[src/rtl/code_sequencer.sv]
// Instruction sequencer feeding the training controller from a small writable program.
// Optional watchdog enabled by defining SEQ_WATCHDOG_EN.
module code_sequencer #(
  parameter int unsigned OP_SIZE  = 4,
  parameter int unsigned SIZE     = 3,
  parameter int unsigned PROG_LEN = 4,
  parameter int unsigned EPOCHS   = 3
) (
  input  logic                        clk,
  input  logic                        rst_n,
  input  logic                        prog_we,
  input  logic [$clog2(PROG_LEN)-1:0] prog_addr,
  input  logic [OP_SIZE-1:0]          prog_op,
  input  logic [31:0]                 prog_layer,
  input  logic                        start,
  input  logic                        abort,
  input  logic                        count_reset,
  input  logic                        code_active,
  input  logic                        code_reset,
  output logic [OP_SIZE-1:0]          op,
  output logic [31:0]                 code_count,
  output logic [31:0]                 code_index,
  output logic                        enable,
  output logic [31:0]                 epoch_left,
  output logic                        done,
  output logic                        hang
);

  localparam int unsigned AW = $clog2(PROG_LEN);

  localparam logic [1:0] IDLE = 2'd0;
  localparam logic [1:0] RUN  = 2'd1;
  localparam logic [1:0] DONE = 2'd2;

  logic [1:0]         state_q, state_d;
  logic [AW-1:0]      pc_q, pc_d;
  logic [31:0]        count_q, count_d;
  logic [31:0]        epoch_q, epoch_d;
  logic [OP_SIZE-1:0] mem_op_q [PROG_LEN];
  logic [31:0]        mem_layer_q [PROG_LEN];
  logic               wd_trip;

`ifdef SEQ_WATCHDOG_EN
  localparam logic [31:0] WD_LIMIT = 32'(4 * SIZE - 1);
  logic hang_q;

  // Trips only on a silent cycle; any feedback takes its normal path instead.
  assign wd_trip = (state_q == RUN) && (count_q == WD_LIMIT) &&
                   !(abort || code_reset || code_active || count_reset);

  always_ff @(posedge clk) begin
    if (!rst_n) begin
      hang_q <= 1'b0;
    end else if (state_q == IDLE && start) begin
      hang_q <= 1'b0;
    end else if (wd_trip) begin
      hang_q <= 1'b1;
    end
  end

  assign hang = hang_q;
`else
  assign wd_trip = 1'b0;
  assign hang    = 1'b0;
`endif

  always_comb begin
    state_d = state_q;
    pc_d    = pc_q;
    count_d = count_q;
    epoch_d = epoch_q;
    case (state_q)
      IDLE: begin
        if (start) begin
          state_d = RUN;
          pc_d    = '0;
          count_d = '0;
          epoch_d = 32'(EPOCHS);
        end
      end
      RUN: begin
        if (abort) begin
          state_d = IDLE;
          pc_d    = '0;
          count_d = '0;
        end else if (code_reset) begin
          pc_d    = '0;
          count_d = '0;
          epoch_d = epoch_q - 32'd1;
          if (epoch_q == 32'd1) state_d = DONE;
        end else if (code_active) begin
          pc_d    = pc_q + 1'b1;
          count_d = '0;
        end else if (count_reset) begin
          count_d = '0;
        end else if (wd_trip) begin
          state_d = IDLE;
          pc_d    = '0;
          count_d = '0;
        end else if (count_q != 32'hFFFF_FFFF) begin
          count_d = count_q + 32'd1;
        end
      end
      DONE: begin
        state_d = IDLE;
      end
      default: begin
        state_d = IDLE;
      end
    endcase
  end

  always_ff @(posedge clk) begin
    if (!rst_n) begin
      state_q <= IDLE;
      pc_q    <= '0;
      count_q <= '0;
      epoch_q <= '0;
    end else begin
      state_q <= state_d;
      pc_q    <= pc_d;
      count_q <= count_d;
      epoch_q <= epoch_d;
    end
  end

  // Program store is only writable while idle so a running program never changes underfoot.
  always_ff @(posedge clk) begin
    if (!rst_n) begin
      for (int i = 0; i < PROG_LEN; i++) begin
        mem_op_q[i]    <= '0;
        mem_layer_q[i] <= '0;
      end
    end else if (state_q == IDLE && prog_we) begin
      mem_op_q[prog_addr]    <= prog_op;
      mem_layer_q[prog_addr] <= prog_layer;
    end
  end

  assign enable     = (state_q == RUN);
  assign done       = (state_q == DONE);
  assign op         = enable ? mem_op_q[pc_q] : '0;
  assign code_index = enable ? mem_layer_q[pc_q] : '0;
  assign code_count = count_q;
  assign epoch_left = epoch_q;

endmodule
[config.mk]
export PLATFORM = sky130hd
export DESIGN_NAME = code_sequencer
export DESIGN_NICKNAME = d
export VERILOG_FILES = /design/src/rtl/code_sequencer.sv
export SDC_FILE = /design/constraint.sdc
export NUM_CORES = 1
export LEC_CHECK = 0
export ABC_AREA = 0
export BUFFER_PORTS_ARGS = -buffer_cell sky130_fd_sc_hd__buf_2
export CAP_MARGIN = 0
export CORE_MARGIN = 5
export CORE_UTILIZATION = 35
export CTS_CLUSTER_SIZE = 10
export DETAILED_ROUTE_END_ITERATION = 10
export GPL_ROUTABILITY_DRIVEN = 0
export PLACE_DENSITY = 0.54
export SETUP_SLACK_MARGIN = 0.15
export SYNTH_ARGS = -nofsm -noshare
export SYNTH_HDL_FRONTEND = slang
export SYNTH_SLANG_ARGS = --single-unit
[constraint.sdc]
create_clock -name clk -period 4.2 [get_ports clk]
set_clock_uncertainty 0.15 [all_clocks]
set_input_delay 0.42 -clock clk [delete_from_list [all_inputs] [get_ports clk]]
set_output_delay 0.42 -clock clk [all_outputs]
set_load 0.02 [all_outputs]
## Word-level counts from Yosys, hierarchy flattened

Memory sizes are Yosys's and may differ from the RTL's. A register that Yosys moved wholly into a read port is not among the register bits.
Cells that the tools add are included.
Widths: inputs -> output; s select.

- Eq/ne operators: 11
- Multiplexer cells: 37
- Reductions and logical operators: 9
- Add/subtract/negate cells: 3

Operators by type and width:

| operator | count |
|---|---|
| $mux 32 | 11 |
| $pmux 32 s2 | 2 |
| $add 32x1->32 const B | 1 |
| $eq 32x1->1 const B | 1 |
| $ne 32x32->1 const B | 1 |
| $reduce_or 32->1 | 1 |
| $sub 32x1->32 const B | 1 |
| $mux 2 | 14 |
| $reduce_and 3->1 | 3 |
| $mux 4 | 2 |
| $pmux 2 s2 | 2 |
| $mux 1 | 6 |
| $ne 2x2->1 const B | 3 |
| $ne 6x5->1 const B | 1 |
| $ne 4x4->1 const B | 1 |
| $reduce_and 4->1 | 1 |
| $reduce_or 4->1 | 1 |
| $ne 3x2->1 const B | 1 |
| $ne 3x3->1 const B | 1 |
| $add 2x1->2 const B | 1 |
| $eq 2x1->1 const B | 1 |
| $eq 2x2->1 const B | 1 |
| $logic_not 2->1 | 1 |
| $reduce_bool 2->1 | 1 |
| $logic_and 1x1->1 | 1 |

- Bits of input ports: 46
- Bits in registers: 68
- Output and inout bits: 103
- RAM bits: 144
- Memories: 2
- Logic and storage cells: 66

Memories:

| name | words | width | read ports | clocked after Yosys merged registers in | write ports | line | text |
|---|---|---|---|---|---|---|---|
| mem_layer_q | 4 | 32 | 1 | 1 | 4 | 40 | `logic [31:0] mem_layer_q [PROG_LEN];` |
| mem_op_q | 4 | 4 | 1 | 1 | 4 | 39 | `logic [OP_SIZE-1:0] mem_op_q [PROG_LEN];` |

## Logic depth before layout (Yosys ltp)

Gate-level depths: netlist of the first run.

- Depth in word-level cells: 7
- Gate-level depth with buffers: 7
- Mapped depth without buffers: 6

## Worst setup path before layout of the first run

No wires, ideal clock.

- Kind: input to register
- Start: input port rst_n
- End: memory mem_layer_q[2][0], enable pin
- Stages: 4
- Path buffers: 1
- Slack: 1.328 ns
- Data arrival time: 2.323 ns
- Data required time: 3.651 ns
- Library setup time: 0.399 ns
- Cells stage by stage: clkbuf_1 -> nand3_1 -> nor3b_1 -> nand2b_1

RTL lines:

| what | line | text |
|---|---|---|
| start: declaration | 10 | `input logic rst_n,` |
| end: declaration | 40 |  |

==> results of run 1 <==
-- report_power, final --
group          total [mW]  internal, mW  leakage [nW]  switching [mW]
sequential           2.43          2.36          2.06          0.0672
clock                1.99          1.16         0.361           0.832
combinational       0.651         0.240          2.23           0.411
-- flip-flops by register name, summed over array words and instances (netlist names), named ones only --
name         flops
mem_op_q        16
epoch_left      32
state_q          2
pc_q             2
code_count      32
mem_layer_q    128
-- worst paths after layout --
check,startpoint,end,slack (ns),depth (start not counted)
worst min register to register,epoch_left[26],epoch_left[26],0.35,2
worst max-delay path,flop,code_index[19],1.14,4
worst max register to register,epoch_left[2],epoch_left[25],1.40,5
worst min-delay path,prog_layer[13],mem_layer_q[3][13],0.05,2
-- stage by stage --
step	utilization [%]	total power, mW	worst slack [ns]
after global placement	39.6	3.13	1.44
final	42.2	5.08	1.14
after CTS	42.1	5.15	1.04
after floorplan	-	2.90	1.33
after detailed placement	39.6	3.14	1.40
after global routing	42.1	5.30	0.957
-- layout by cell type (no fill, tap or decap), types with 11 or more instances in the layout --
master | synthesis | final
sky130_fd_sc_hd__dfxtp_1 | 70 | 67
sky130_fd_sc_hd__o31ai_1 | 14 | 14
sky130_fd_sc_hd__nand2_1 | 31 | 31
sky130_fd_sc_hd__clkbuf_16 | 0 | 26
sky130_fd_sc_hd__nand4_1 | 13 | 13
sky130_fd_sc_hd__mux4_2 | 36 | 36
sky130_fd_sc_hd__nor4_1 | 12 | 11
sky130_fd_sc_hd__or3_1 | 15 | 15
sky130_fd_sc_hd__edfxtp_1 | 144 | 144
sky130_fd_sc_hd__nor2_1 | 38 | 38
sky130_fd_sc_hd__nand3_1 | 20 | 20
sky130_fd_sc_hd__buf_2 | 1 | 147
sky130_fd_sc_hd__xnor2_1 | 15 | 15
sky130_fd_sc_hd__a21oi_1 | 33 | 33
sky130_fd_sc_hd__o21ai_0 | 17 | 16
sky130_fd_sc_hd__or4_1 | 22 | 22
sky130_fd_sc_hd__nor3_1 | 18 | 16
sky130_fd_sc_hd__and3_1 | 42 | 42
sky130_fd_sc_hd__and2_1 | 148 | 148
sky130_fd_sc_hd__buf_4 | 1 | 17
-- layer usage --
metal / share of wire, % / wire length [um]
met3: 5.6 / 1480
met4: 2.1 / 558
met1: 44 / 11700
met2: 48 / 12700
met5: 0.095 / 25
-- worst register-to-register path: stages, from the launching register on --
cell and delay (ns):
sky130_fd_sc_hd__dfxtp_1 0.35, sky130_fd_sc_hd__or4_1 0.67, sky130_fd_sc_hd__or4_4 0.55, sky130_fd_sc_hd__nor4_2 0.36
sky130_fd_sc_hd__or4b_1 0.46, sky130_fd_sc_hd__a21oi_1 0.16
-- cells in the mapped netlist, types with 3 or more instances --
library cell | number | area share (%)
sky130_fd_sc_hd__ha_1 | 3 | 0.37
sky130_fd_sc_hd__mux4_2 | 36 | 8.1
sky130_fd_sc_hd__nor3_1 | 18 | 0.90
sky130_fd_sc_hd__or2_2 | 3 | 0.19
sky130_fd_sc_hd__or4_1 | 22 | 1.6
sky130_fd_sc_hd__nand2_1 | 31 | 1.2
sky130_fd_sc_hd__dfxtp_1 | 70 | 14
sky130_fd_sc_hd__buf_1 | 3 | 0.11
sky130_fd_sc_hd__and4_1 | 10 | 0.87
sky130_fd_sc_hd__a211oi_1 | 3 | 0.22
sky130_fd_sc_hd__nor3b_1 | 5 | 0.37
sky130_fd_sc_hd__a21oi_1 | 33 | 1.6
sky130_fd_sc_hd__o21ai_0 | 17 | 0.85
sky130_fd_sc_hd__nand4_1 | 13 | 0.81
sky130_fd_sc_hd__clkbuf_1 | 43 | 1.6
sky130_fd_sc_hd__o31ai_1 | 14 | 1.0
sky130_fd_sc_hd__nand3_1 | 20 | 1.0
sky130_fd_sc_hd__nor4_2 | 3 | 0.37
sky130_fd_sc_hd__xor2_1 | 9 | 0.79
sky130_fd_sc_hd__inv_1 | 6 | 0.22
sky130_fd_sc_hd__xnor2_1 | 15 | 1.3
sky130_fd_sc_hd__edfxtp_1 | 144 | 43
sky130_fd_sc_hd__o211ai_1 | 5 | 0.37
sky130_fd_sc_hd__nor2_1 | 38 | 1.4
sky130_fd_sc_hd__nand4b_1 | 4 | 0.35
sky130_fd_sc_hd__and3_1 | 42 | 2.6
sky130_fd_sc_hd__nor4_1 | 12 | 0.75
sky130_fd_sc_hd__mux2i_1 | 3 | 0.30
sky130_fd_sc_hd__and2_1 | 148 | 9.2
sky130_fd_sc_hd__or3_1 | 15 | 0.94
sky130_fd_sc_hd__nand2b_1 | 4 | 0.25
sky130_fd_sc_hd__or4b_1 | 3 | 0.30
-- area by class of cell --
type / instances / area, um^2
inverters: 6 / 22.5
well taps: 384 / 480
flip-flops and latches: 214 / 5730
clock buffers: 33 / 707
fillers: 2747 / 16500
repair buffers: 166 / 903
clock inverters: 4 / 28.8
multi-input cells: 558 / 4130
diodes: 1 / 2.50
-- cells by family after synthesis --
| family | Yosys count |
|---|---|
| compound gates | 90 |
| xor+xnor | 24 |
| fa+ha+maj | 3 |
| buf+inv | 55 |
| flops | 214 |
| mux | 39 |
| other cells | 1 |
| simple gates | 401 |
==> out/results.txt, run 1 <==
The run gives 0 ns as the setup TNS. The tools report the setup violation total in the final timing report as 0. The synthesized netlist devotes 5.71% of its cell area to compound gates. STA classifies the critical path startpoint as a flop. The pin count of the biggest net entering global routing is 42, and the clock transition at the register clock pins on the worst setup and hold paths after CTS is 0.06 ns. The share of the synthesized netlist area taken by xor and xnor gates was 2.09%; the total track usage was 16.3%.

The critical path goes through buf_12, mux4_2, and3_1, buf_2. For the pin with the worst max-slew slack, the measured transition is 1.05 ns. The headroom to the max-slew limit was 30.1%. For this run, global-route usage on met3 was measured as 2.81%.

The first global-routing pass estimated 41.0 mm of wire. TritonCTS built the clock tree. The synthesized netlist devotes 24.2% of its cell area to simple gates. In this design, the largest share of critical-path delay is due to flip-flops.

Number of global-route vias before repair: 7002. Cells with a size suffix above 1 make up 26.2% of the layout. The initial cell density of the core was 35.3%. Buffers inserted to repair hold after CTS numbered 0.

Once placement finished, the instance area stood at 11300 um^2. The gate count after technology mapping came out at 827. met2 is the most crowded layer. Compared with the post-synthesis result, the final layout area differs by 19.6%. Setup repair after global routing left no endpoint under its margin. The maximum fanout encountered on the critical timing path is 21. Dividing the detail-routed wire length by the instance count gives 19.3 um.

The multiplexer area fraction after synthesis is 8.38%. The width of the die was 179 um. The number of sinks handled by clock tree synthesis is 214, and the sum of buffers and inverters on the critical path is 2.

By area, the combinational part of the netlist is dominated by simple AND/OR/NAND/NOR gates. The tools report the number of DRC markers after the initial detailed-route iteration as 538. For this design the static power due to leakage is 4.65 nW. Synthesis inferred 214 register bits. The logs give 149 for the I/O pin total and 0 for the count of max-cap constraint violations. For the worst-skew pair, the clock arrives at the later sink with an insertion delay of 0.52 ns. The critical-path cell with the highest stage delay was sky130_fd_sc_hd__dfxtp_2.

The met1 global-route usage came out at 22.3%. The tools report the library cell used as clock root buffer as sky130_fd_sc_hd__clkbuf_16. Hold timing on the final database bottoms out at a slack of 0.0519 ns. The flow ran to the end, and the final reports show no timing, DRC or antenna violations.

Across all layers, the routed design uses 6992 vias. Maximum clock insertion buffer count: 3. The most used flip-flop cell after synthesis is sky130_fd_sc_hd__edfxtp_1. The count of TritonRoute iterations in the first routing pass is 5. The total overflow left after global routing is 0.

Data arrives at the worst endpoint at 2.49 ns. The max-slew violation total from the final report is 0, and the number of enable-type register cells in the synthesized netlist is 144. The tools report the placed instance count as 1328. The critical path is of the flop to output pin type. For the data required time at the worst endpoint, the log shows 3.63 ns.

Of all flip-flops after synthesis, the portion carrying an async set or reset was 0%. After the flow finishes, the layout carries non-filler instances totaling 1366. The final number of hold-violating endpoints is 0, and the count of input and output buffers is 147.

The final net count is 1021. The ratio of final minimum period to clock period works out to 72.9%. The run gives 62 as the number of placement rows. The routed design has 26.4 mm of wire. The number of H-tree levels is 1. For the finished layout, the period the worst path requires is 3.06 ns. The core region is 28500 um^2. The initial antenna violation count was 3. Once layout is done, the placed cells without fillers occupy 12000 um^2. Yosys printed 0 warnings.

The mean area per synthesized cell is 12.1 um^2, and the global routing met2 resource utilization is 27.3%. The tightest min-delay check is of the primary input to flop type. After detailed routing, the number of vias per cell comes to 5.12.

Synthesis produced a netlist with a net count of 876. The run gives 56 as the distinct cell type count after synthesis. The tools report the fraction of the yosys area taken by sequential cells as 57.1%. In this run the vertical extent of the chip is 179 um. STA classifies the critical path endpoint as an output pin. The cell area power density is 423 nW/um^2, and the number of nets still failing antenna checks after routing is 0.

On the worst path, the slowest cell contributes a delay of 0.75 ns. The number of buffers created by CTS was 26. Detailed placement finished with a half-perimeter wire length of 16.4 mm. The worst-case IR drop observed on VDD is 261 uV.

The number of gates resized after CTS was 0. Summing every instance area after synthesis gives 10000 um^2. Once the clock tree was built, the setup fixing pass inserted 0 buffers.

In the routed design, unresolved DRC markers number 0. The share of synthesized cell area in full adder, half adder and majority cells was 0.374%. For the maximum operating frequency, the log shows 0.327 GHz. The total die area was 32200 um^2.
Power figures use the tool's default switching activity.
==> inputs of run 2 (changes only) <==
--- a/config.mk
+++ b/config.mk
@@ -5,7 +5,7 @@
 export SDC_FILE = /design/constraint.sdc
 export NUM_CORES = 1
 export LEC_CHECK = 0
-export ABC_AREA = 0
+export ABC_AREA = 1
 export BUFFER_PORTS_ARGS = -buffer_cell sky130_fd_sc_hd__buf_2
 export CAP_MARGIN = 0
 export CORE_MARGIN = 5
@@ -13,7 +13,7 @@
 export CTS_CLUSTER_SIZE = 10
 export DETAILED_ROUTE_END_ITERATION = 10
 export GPL_ROUTABILITY_DRIVEN = 0
-export PLACE_DENSITY = 0.54
+export PLACE_DENSITY = 0.56
 export SETUP_SLACK_MARGIN = 0.15
 export SYNTH_ARGS = -nofsm -noshare
 export SYNTH_HDL_FRONTEND = slang
==> constraint.sdc (replaced) <==
create_clock -name clk -period 2.5 [get_ports clk]
set_clock_uncertainty 0.15 [all_clocks]
set_input_delay 0.25 -clock clk [delete_from_list [all_inputs] [get_ports clk]]
set_output_delay 0.25 -clock clk [all_outputs]
set_load 0.02 [all_outputs]
==> run 2 against run 1 <==
Effect of this change:
- cell area rose by 10%
- worst setup slack lost 0.92 ns
- routed wire length up 16%
- via count up 35%
==> out/results.txt, run 2 <==
Final hold analysis gives a worst-case slack of 0.126 ns. The flow ran to the end, and the final reports show no timing, DRC or antenna violations. The commonest cells after synthesis are sky130_fd_sc_hd__nor2_1 (406), sky130_fd_sc_hd__nand2_1 (192), sky130_fd_sc_hd__inv_1 (159). The clock transition at the register clock pins on the worst setup and hold paths after CTS is 0.06 ns, and the initial antenna violation count is 4. In the final routed layout, each cell accounts on average for 15.6 um.

The logs give 1 for the number of H-tree levels and 0 for the final routed DRC violation total. Of the total power, combinational logic draws 17.4%. Yosys attributes the largest share of cell area to sky130_fd_sc_hd__edfxtp_1 (40%), sky130_fd_sc_hd__nor2_1 (14%), sky130_fd_sc_hd__dfxtp_1 (13%), sky130_fd_sc_hd__nand2_1 (6.7%), sky130_fd_sc_hd__inv_1 (5.6%). For this design the total switching power over the nets is 2.54 mW. Count of input and output buffers: 147. The tools report the library cell used as clock root buffer as sky130_fd_sc_hd__clkbuf_16. In the layout the commonest cells are sky130_fd_sc_hd__nor2_1 (406), sky130_fd_sc_hd__nand2_1 (192), sky130_fd_sc_hd__inv_1 (158), sky130_fd_sc_hd__buf_2 (146), sky130_fd_sc_hd__edfxtp_1 (144). The most common cell in the synthesized netlist is sky130_fd_sc_hd__nor2_1. The leakage dissipation is 5.76 nW. The portion of synthesized cell area occupied by the leading cell type was 40.5%. The run gives 16.9% as the total track usage. Maximum VDD drop: 500 uV. Of the total power, the share spent switching nets is 28.5%. The time the worst path needs with I/O delays and setup is 2.28 ns, and the data required time at the worst endpoint is 2.10 ns.

The tools report the wire length of the first global-routing pass as 46.7 mm. The relative contribution of sequential cells to total power was 45.7%; the slew at the pin closest to its max-slew limit was 0.603 ns. The worst setup path is captured at an output pin.

Entering global routing, the biggest net connects 73 pins. The worst hold path belongs to the class primary input to flop. The first TritonRoute pass finished after 5 iterations. Clock tree synthesis inserted a total of 26 buffers. Wires add up to 30.5 mm. For this configuration, the core starts out at a cell density of 35.2%. The die is 185 um wide.

Post-layout instance count excluding filler cells: 1953. STA classifies the critical path startpoint as a flop. After synthesis the cells add up to 10700 um^2. The distinct cell type count after synthesis was 37.

The I/O pin total came out at 149. The number of sinks handled by clock tree synthesis was 214; the number of DRC markers after the initial detailed-route iteration was 595. The number of nets produced by synthesis was 1402; the count of max-cap constraint violations was 0. After detailed routing, the number of vias per cell comes to 4.82. Among all flip-flop cells after synthesis, the most frequent one is sky130_fd_sc_hd__edfxtp_1.

After detailed placement, the total cell area comes to 11900 um^2. Of the total power, the clock network draws 36.9%. Setup repair after global routing left no endpoint under its margin. The biggest area contributor in the post-synthesis netlist is sky130_fd_sc_hd__edfxtp_1.

Sequential elements use 53.6% of the synthesized area. In this run the worst path has a maximum fanout of 36. The critical path in this run is classified as flop to output pin. TritonCTS built the clock tree.

The library cell used most frequently in the layout, excluding fill and tap cells, is sky130_fd_sc_hd__nor2_1. The number of placed instances, taps included, is 1865. For the setup violation total in the final timing report, the log shows 0. The internal cell power was 6.35 mW. Data on the critical path arrives at its endpoint at 1.88 ns. The synthesized flop and latch total is 214. Yosys printed 0 warnings. The detail route stage leaves a number of antenna-violating nets equal to 0.

After global routing the overflow that remains totals 0. Counting every instance in the synthesized netlist gives 1353. The worst path uses 91.1% of the clock period.

The setup TNS came out at 0 ns. The chip height was 185 um; the fraction of final layout cells with drive strength greater than 1 was 15.3%. After synthesis, the share of flip-flops with an asynchronous set or reset is 0%.

The clock passes through at most 3 buffers. The logs give 0.439 GHz for the maximum operating frequency and 59.8% for the headroom to the max-slew limit. The core region is 30300 um^2. The mean area per synthesized cell came out at 7.89 um^2.

The final number of hold-violating endpoints came out at 0. The register with the most flip-flops in the final layout is mem_layer_q. The final net count was 1594; the total vias in the final route was 9415. The register with the most flip-flops in the layout has 128 of them. With fillers left out, the area of the finished cells amounts to 13200 um^2. Total die area: 34100 um^2. The max-slew violation total from the final report was 0; the cell area power density was 673 nW/um^2. The number of global-route vias before repair was 8998; the number of enable-type register cells in the synthesized netlist was 144. The half-perimeter wire length after placement came out at 19.0 mm. The area growth from synthesis to layout is 23.6%. The logs give 64 for the number of placement rows and 0.53 ns for the clock network latency to the later pin of the worst-skew pair.
[run 2: cell types whose count changed in the layout (fill, tap and decap cells not counted), moves of 42 or more]
cell / before / now
sky130_fd_sc_hd__and2_1: 148 / 3
sky130_fd_sc_hd__dlygate4sd3_1: 0 / 43
sky130_fd_sc_hd__o21ai_0: 16 / 95
sky130_fd_sc_hd__nor2_1: 38 / 406
sky130_fd_sc_hd__and3_1: 42 / 0
sky130_fd_sc_hd__inv_1: 6 / 158
sky130_fd_sc_hd__nand2_1: 31 / 192
[run 2: worst paths after layout]
check / from / endpoint / slack (ns) / depth (start not counted)
hold / removal: code_reset / flop / 0.13 / 4
hold reg to reg: epoch_left[15] / epoch_left[15] / 0.33 / 1
setup reg to reg: code_count[0] / code_count[4] / 0.40 / 9
setup / recovery: flop / code_index[18] / 0.22 / 5
[run 2: metrics by stage]
stage | util [%] | total power [mW] | setup WS, ns
after detailed placement | 39.2 | 5.59 | 0.432
after CTS | 43.1 | 8.95 | 0.170
after global routing | 43.5 | 9.35 | 0.154
final | 43.5 | 8.89 | 0.222
after global placement | 39.2 | 5.56 | 0.474
after floorplan | - | 5.13 | -0.106
[run 2: cell families (layout without fill, tap and decap cells)]
kind of cell    Yosys count  after routing  synth area share (%)
buf+inv                 220            423                  8.41
compound gates          189            189                  9.21
fa+ha+maj                 3              3                 0.352
flops                   214            214                  53.6
other cells               1              2                0.0351
simple gates            726            726                  28.4
[run 2: final cells by class]
| type | count | area, um^2 |
|---|---|---|
| tap | 396 | 495 |
| fill | 3067 | 17100 |
| sequential | 214 | 5730 |
| antenna | 1 | 2.50 |
| multi-input combinational | 919 | 4100 |
| inverter | 166 | 628 |
| timing repair buffer | 218 | 1540 |
| clock inverter | 5 | 31.3 |
| clock buffer | 34 | 681 |
[run 2: power groups by stage]
stage | registers, mW | logic, mW | clock network, mW
final | 4.06 | 1.55 | 3.28
after global routing | 4.08 | 1.75 | 3.52
after CTS | 4.06 | 1.52 | 3.37
after detailed placement | 4.13 | 1.45 | 0
after global placement | 4.13 | 1.44 | 0
after floorplan | 4.17 | 0.953 | 0
[run 2: timing repair]
item | in CTS | in global routing
setup endpoints to repair | 35 | 29
gates cloned | 0 | 4
buffers inserted | 1 | 0
hold buffers | 43 | 0
resized for setup | 9 | 7
pin swaps | 1 | 1
endpoints found under the hold margin | 142 | 0
[run 2: critical path, stage by stage, from the launching register on]
cell	delay, ns
sky130_fd_sc_hd__dfxtp_4	0.39
sky130_fd_sc_hd__inv_2	0.16
sky130_fd_sc_hd__clkbuf_16	0.25
sky130_fd_sc_hd__o21ai_0	0.14
sky130_fd_sc_hd__a21oi_2	0.20
sky130_fd_sc_hd__buf_2	0.20
[run 2: routing by layer]
| layer | vias up | global-route usage (%) | share of wire, % |
|---|---|---|---|
| li1 | 4735 | - | - |
| met1 | 4392 | 22.1 | 45 |
| met2 | 237 | 28.9 | 47 |
| met3 | 45 | 3.57 | 6.2 |
| met4 | 6 | 3.61 | 1.8 |
| met5 | - | 0 | 0.13 |
